File: src/rtl/rf_wr_arb_pkg.sv
// Shared constants for the register-file write arbiter.
// Requester indices, select width and default data width.
package rf_wr_arb_pkg;
  localparam int REQ_ALU = 0;
  localparam int REQ_MEM = 1;
  localparam int SELW = 3;
  localparam int DATAW = 16;
endpackage

File: src/rtl/rr_arb2.sv
// Two-way round-robin grant core.
// Owns the last-grant pointer; grants are combinational.
module rr_arb2
  import rf_wr_arb_pkg::*;
(
  input  logic       clk,
  input  logic       rst,
  input  logic       halt,
  input  logic [1:0] req,
  output logic [1:0] grant
);

  logic lastgrant;
  logic en;
  logic both;

  assign en = !rst && !halt;
  assign both = req[REQ_ALU] && req[REQ_MEM];

  always_comb begin
    grant = '0;
    unique case (1'b1)
      !en: grant = '0;
      en && both: begin
        // lastgrant holds the index of the previous winner
        grant[REQ_ALU] = lastgrant;
        grant[REQ_MEM] = !lastgrant;
      end
      en && req[REQ_ALU] && !req[REQ_MEM]:
        grant[REQ_ALU] = 1'b1;
      en && req[REQ_MEM] && !req[REQ_ALU]:
        grant[REQ_MEM] = 1'b1;
      default: grant = '0;
    endcase
  end

  always_ff @(posedge clk) begin
    if (rst) begin
      lastgrant <= 1'b1;
    end else if (|grant) begin
      lastgrant <= grant[REQ_MEM];
    end
  end

endmodule

File: src/rtl/rf_wr_arb.sv
// Shares the register-file write port between ALU and load writeback,
// stages the winner for one cycle and forwards staged data to readers.
module rf_wr_arb
  import rf_wr_arb_pkg::*;
#(
  parameter int width = DATAW
) (
  input  logic              clk,
  input  logic              rst,
  input  logic              req0,
  input  logic              req1,
  input  logic [SELW-1:0]   sel0,
  input  logic [SELW-1:0]   sel1,
  input  logic [width-1:0]  data0,
  input  logic [width-1:0]  data1,
  output logic              ready0,
  output logic              ready1,
  input  logic              halt,
  output logic              write,
  output logic [SELW-1:0]   writeregsel,
  output logic [width-1:0]  writedata,
  input  logic [SELW-1:0]   rd1sel,
  input  logic [SELW-1:0]   rd2sel,
  input  logic [width-1:0]  rfRead1data,
  input  logic [width-1:0]  rfRead2data,
  output logic [width-1:0]  read1data,
  output logic [width-1:0]  read2data,
  output logic              err
);

  logic [1:0] grant;
  logic       conflict;

  rr_arb2 u_arb (
    .clk   (clk),
    .rst   (rst),
    .halt  (halt),
    .req   ({req1, req0}),
    .grant (grant)
  );

  assign ready0 = grant[REQ_ALU];
  assign ready1 = grant[REQ_MEM];

  // Same destination in one cycle: flagged, but both writes still go out
  assign conflict = req0 && req1 && (sel0 == sel1) && !halt;

  always_ff @(posedge clk) begin
    if (rst) begin
      write       <= 1'b0;
      writeregsel <= '0;
      writedata   <= '0;
      err         <= 1'b0;
    end else begin
      write <= |grant;
      err   <= conflict;
      if (grant[REQ_ALU]) begin
        writeregsel <= sel0;
        writedata   <= data0;
      end else if (grant[REQ_MEM]) begin
        writeregsel <= sel1;
        writedata   <= data1;
      end
    end
  end

  assign read1data = (write && rd1sel == writeregsel)
                   ? writedata : rfRead1data;
  assign read2data = (write && rd2sel == writeregsel)
                   ? writedata : rfRead2data;

endmodule

File: config.mk
export PLATFORM = sky130hd
export DESIGN_NAME = rf_wr_arb
export DESIGN_NICKNAME = d
export VERILOG_FILES = /design/src/rtl/rf_wr_arb_pkg.sv /design/src/rtl/rr_arb2.sv /design/src/rtl/rf_wr_arb.sv
export SDC_FILE = /design/constraint.sdc
export NUM_CORES = 1
export LEC_CHECK = 0
export BUFFER_PORTS_ARGS = -buffer_cell sky130_fd_sc_hd__buf_2
export CAP_MARGIN = 20
export CELL_PAD_IN_SITES_DETAIL_PLACEMENT = 1
export CELL_PAD_IN_SITES_GLOBAL_PLACEMENT = 1
export CORE_MARGIN = 10
export CORE_UTILIZATION = 22
export DETAILED_ROUTE_END_ITERATION = 7
export PLACE_DENSITY_LB_ADDON = 0.08
export SYNTH_ARGS = -nofsm -noshare
export SYNTH_HDL_FRONTEND = slang
export SYNTH_SLANG_ARGS = --single-unit
File: constraint.sdc
create_clock -name clk -period 2 [get_ports clk]
set_input_delay 0.6 -clock clk [delete_from_list [all_inputs] [get_ports clk]]
set_output_delay 0.6 -clock clk [all_outputs]
set_load 0.02 [all_outputs]
; ---- Word-level counts from Yosys, hierarchy flattened
; Index checks and enable logic that the tools add are counted.
; W data, S select, Z words.
[classes]
addsub = 0
mul = 0
div = 0
magnitude_cmp = 0
n_eq_ne = 3
n_shift = 0
mux = 8
n_bitwise = 0
n_reduce_logical = 18
[ops]
columns = operator, n
row1 = $mux W16, 4
row2 = $logic_and A1 B1 Y1, 11
row3 = $eq A3 B3 Y1, 3
row4 = $mux W3, 2
row5 = $logic_not A1 Y1, 5
row6 = $pmux W1 S2, 2
row7 = $reduce_bool A2 Y1, 1
row8 = $reduce_or A2 Y1, 1
[totals]
register_bits = 22
latchBits = 0
ramBits = 0
mem_bits_ro = 0
in_bits = 81
out_inout_bits = 55
word_cells = 34
mem_count = 0

; ---- Depth between registers and ports, before layout
[depth]
depth_word = 7
mapped_depth = 6
ltp_nobuf = 4

; ---- Cells and area by module
; Synthesis repeated with hierarchy kept, for this count alone.
[hier_totals]
hier_cells = 143
area_unflattened_um2 = 1590.3
[by_module_without_submodules]
columns = module, n_inst, cells_each, area_each_um2, seq_area_each_um2
row1 = rf_wr_arb, 1, 134, 1525.2, 420.4
row2 = rr_arb2, 1, 9, 65.1, 20.0

; ---- Least setup slack after synthesis
; No wires, ideal clock.
[synth_timing]
path_type = input -> output
from = in rd1sel[0]
to = out read1data[10]
arrival_ps = 1513
required_ps = 1400
slack_ps = -113
path_stages = 4
path_buffers = 1
cell_sequence = xnor2_1 nand4_2 buf_4 mux2_2
[synth_via]
elab_chain_len = 3
[synth_rtl]
columns = item, line
row1 = from (decl), rf_wr_arb.sv:22  ; input logic [SELW-1:0] rd1sel,
row2 = $eq A3 B3 Y1, rf_wr_arb.sv:67  ; assign read1data = (write && rd1sel == writeregsel)
row3 = $logic_and A1 B1 Y1, rf_wr_arb.sv:67
row4 = $mux W16, rf_wr_arb.sv:68  ; ? writedata : rfRead1data;
row5 = to (decl), rf_wr_arb.sv:26  ; output logic [width-1:0] read1data,
; No other way between the ends.

; ---- Worst setup path after layout
[layout_timing]
from = in rd1sel[0]
to = out read1data[7]
; Same word-level chain as after synthesis.

==> impl_metrics.py <==
metrics = {
    "outcome": {
        "status": "finished, violations left",
        "violations": "setup timing",
    },
    "worst_setup_path": {
        "start_kind": "input pin",
        "arrival_ns": 1.63,
        "rrSetupSlack_ns": 0.67,
        "crit_path_max_fanout": 11,
        "slowest_delay_ns": 0.26,
        "critical-path-top-delay-family": "buffers and inverters",
        "slowest_stage": "mux2_2",
        "critPathKind": "input pin to output pin",
        "crit_chain": "buf_6 -> xnor2_4 -> nand4_4 -> buf_12 -> mux2_2 -> buf_2",
        "required_ns": 1.40,
        "crit_buf_inv": 3,
        "endpoint_kind": "output pin",
    },
    "clock_tree": {
        "cts_root_buf": "clkbuf_8",
        "clk_latency_ns": 0.26,
        "htreeDepth": 1,
        "clock_sinks": 22,
        "cts_buffers": 3,
        "clkTransAtPathRegs_ns": 0.09,
        "cts.path.max_buffers": 2,
        "cts_tree": "built",
    },
    "placement": {
        "placed_cell_area_sq_um": 2450,
        "io_buffer_count": 135,
        "place.gp.congestion": 0.694,
        "dp_hpwl_um": 5530,
    },
    "floorplan": {
        "ios": 136,
        "rows": 29,
        "start_util_pct": 22.7,
        "chipWidth_um": 101,
        "core_area_sq_um": 6390,
        "die_y_um": 101,
        "dieArea_sq_um": 10200,
    },
    "yosys": {
        "synth_area_sq_um": 1450,
        "synth_cells": 143,
        "synth_area_leaders": "dfxtp_1 30%, mux2_2 25%, mux2i_1 13%",
        "synth_top_cell_by_area": "dfxtp_1",
        "synth_top_area_share_pct": 30.4,
        "ys_warn_count": 0,
        "yosysSeqAreaShare_pct": 30.4,
        "synth_seq_cells": 22,
        "synth_area_per_cell_sq_um": 10.1,
        "syn_nets": 224,
        "synth_cell_types": 25,
    },
    "timing": {
        "skew_ns": 0.00776,
        "worstMarginPinSlew_ns": 0.325,
        "setup_slack_ns": -0.229,
        "hold_viol_final": 0,
        "period_share_pct": 111,
        "slew_headroom_pct": 78.3,
        "setup_viol": 32,
        "timing.fmax_mhz": 449,
        "slew_violations": 0,
        "rsz0062_at_grt": "yes",
        "post-route-min-period_ns": 2.23,
    },
    "grt": {
        "grt-ovfl-total": 0,
        "antenna_found_initial": 1,
        "grt_pass1_vias": 1885,
        "grt_max_degree": 18,
        "grt_pass1_wl_um": 10200,
        "grt_util_all_layers_pct": 12.3,
    },
    "detailed_routing": {
        "drc_errors": 0,
        "top_layer": "met5",
        "routed_wl_um": 6570,
        "vias": 1643,
        "wl_met1_um": 2480,
        "initialDrtViolationCount": 9,
        "post_drt_wl_per_cell_um": 17.9,
        "drt-pass1-iter-count": 4,
        "antenna_left": 0,
        "viasPerCell": 4.49,
        "wl_met2_um": 3330,
        "met3WireLength_um": 746,
    },
    "final_layout": {
        "final_util_pct": 41.4,
        "area.growth.synth_to_final_pct": 82.1,
        "fin_nets": 371,
        "design_area_sq_um": 2640,
        "n_antenna_cell": 0,
        "drive_gt1_share_pct": 72.0,
    },
    "power": {
        "pwr_density_cell_nw_per_um2": 546,
        "p_leak_nw": 1.38,
        "ir_drop_uv": 229,
    },
    "worst_hold_path": {
        "min_path_type": "input pin to flip-flop",
    },
    "run": {
        "cap_viol_max_count": 0,
    },
}
==> stage by stage <==
step | power, mW | TNS (ns) | setup WS [ns] | hold slack [ns] | instances
floorplan | 0.802 | -0.237 | -0.0185 | 0.486 | 143
global placement | 1.01 | -7.59 | -0.260 | 0.532 | 362
detailed placement | 1.02 | -8.03 | -0.273 | 0.532 | 362
CTS | 1.47 | -7.13 | -0.253 | 0.521 | 366
global route | 1.53 | -8.90 | -0.292 | 0.524 | 366
finish | 1.44 | -6.59 | -0.229 | 0.529 | 366
==> where the power goes <==
part / internal [mW] / switching (mW)
combinational: 0.260 / 0.250
sequential: 0.470 / 0.0430
clock: 0.267 / 0.152
==> final timing paths <==
kind / start / cells past startpoint / endpoint
setup reg to reg: u_arb.lastgrant / 6 / writeregsel[1]
hold / removal: data0[11] / 3 / writedata[11]
setup / recovery: rd1sel[0] / 6 / read1data[7]
hold reg to reg: u_arb.lastgrant / 2 / u_arb.lastgrant
==> registers in the layout, summed over array words and instances, names as in the netlist <==
name and count:
err 1, u_arb.lastgrant 1, write 1, writedata 16
writeregsel 3
==> Yosys cell counts, drive strengths merged <==
| master | instances |
|---|---|
| xor2 | 3 |
| inv | 1 |
| o21ai | 17 |
| dfxtp | 22 |
| mux2i | 19 |
| and2b | 1 |
| nor3b | 1 |
| nor4 | 1 |
| nor2 | 4 |
| mux2 | 32 |
| o22ai | 1 |
| nand2 | 20 |
| nor3 | 1 |
| xnor2 | 6 |
| nand2b | 1 |
| buf | 7 |
| or2 | 1 |
| nand4 | 2 |
| a211oi | 2 |
| a21boi | 1 |
==> cells in the final DEF, fill, tap and decap left out, drive strengths merged, types with 2 or more instances in the layout <==
cell type	instances
nand4	2
dfxtp	22
nor2	4
a211oi	2
xnor2	6
buf	148
clkbuf	4
nand2	20
mux2i	19
xor2	3
o21ai	17
mux2	32
==> area by class of cell <==
| type | count | area (sq um) |
|---|---|---|
| Clock buffer | 3 | 41.3 |
| Tap cell | 77 | 96.3 |
| Sequential cell | 22 | 452 |
| Inverter | 1 | 3.75 |
| Clock inverter | 1 | 30.0 |
| Fill cell | 785 | 3740 |
| Multi-Input combinational cell | 113 | 1100 |
| Timing Repair Buffer | 149 | 917 |
==> routing by layer <==
layer	vias up	global-route usage, %
met4	2	1.93
li1	804	-
met1	759	13.1
met5	-	0
met3	2	6.54
met2	76	21.4
==> tightest hold or removal path, delay by kind of cell <==
kind            cells  cell delay, ns
buf+inv             1            0.08
compound gates      1            0.05
simple gates        1            0.03
==> logic make-up after synthesis <==
kind of cell,after synthesis,share of synthesized area (%)
mux,51,38.0
simple gates,32,11.5
flops,22,30.4
compound gates,21,10.7
xor+xnor,9,5.44
buf+inv,8,4.05
==> what timing repair did <==
item                       in CTS  in global routing
resized for setup              31                  7
setup buffers                   0                  0
hold endpoints to repair        0                  0
hold buffers                    0                  0
setup endpoints to repair      32                 33
Power figures use the tool's default switching activity.
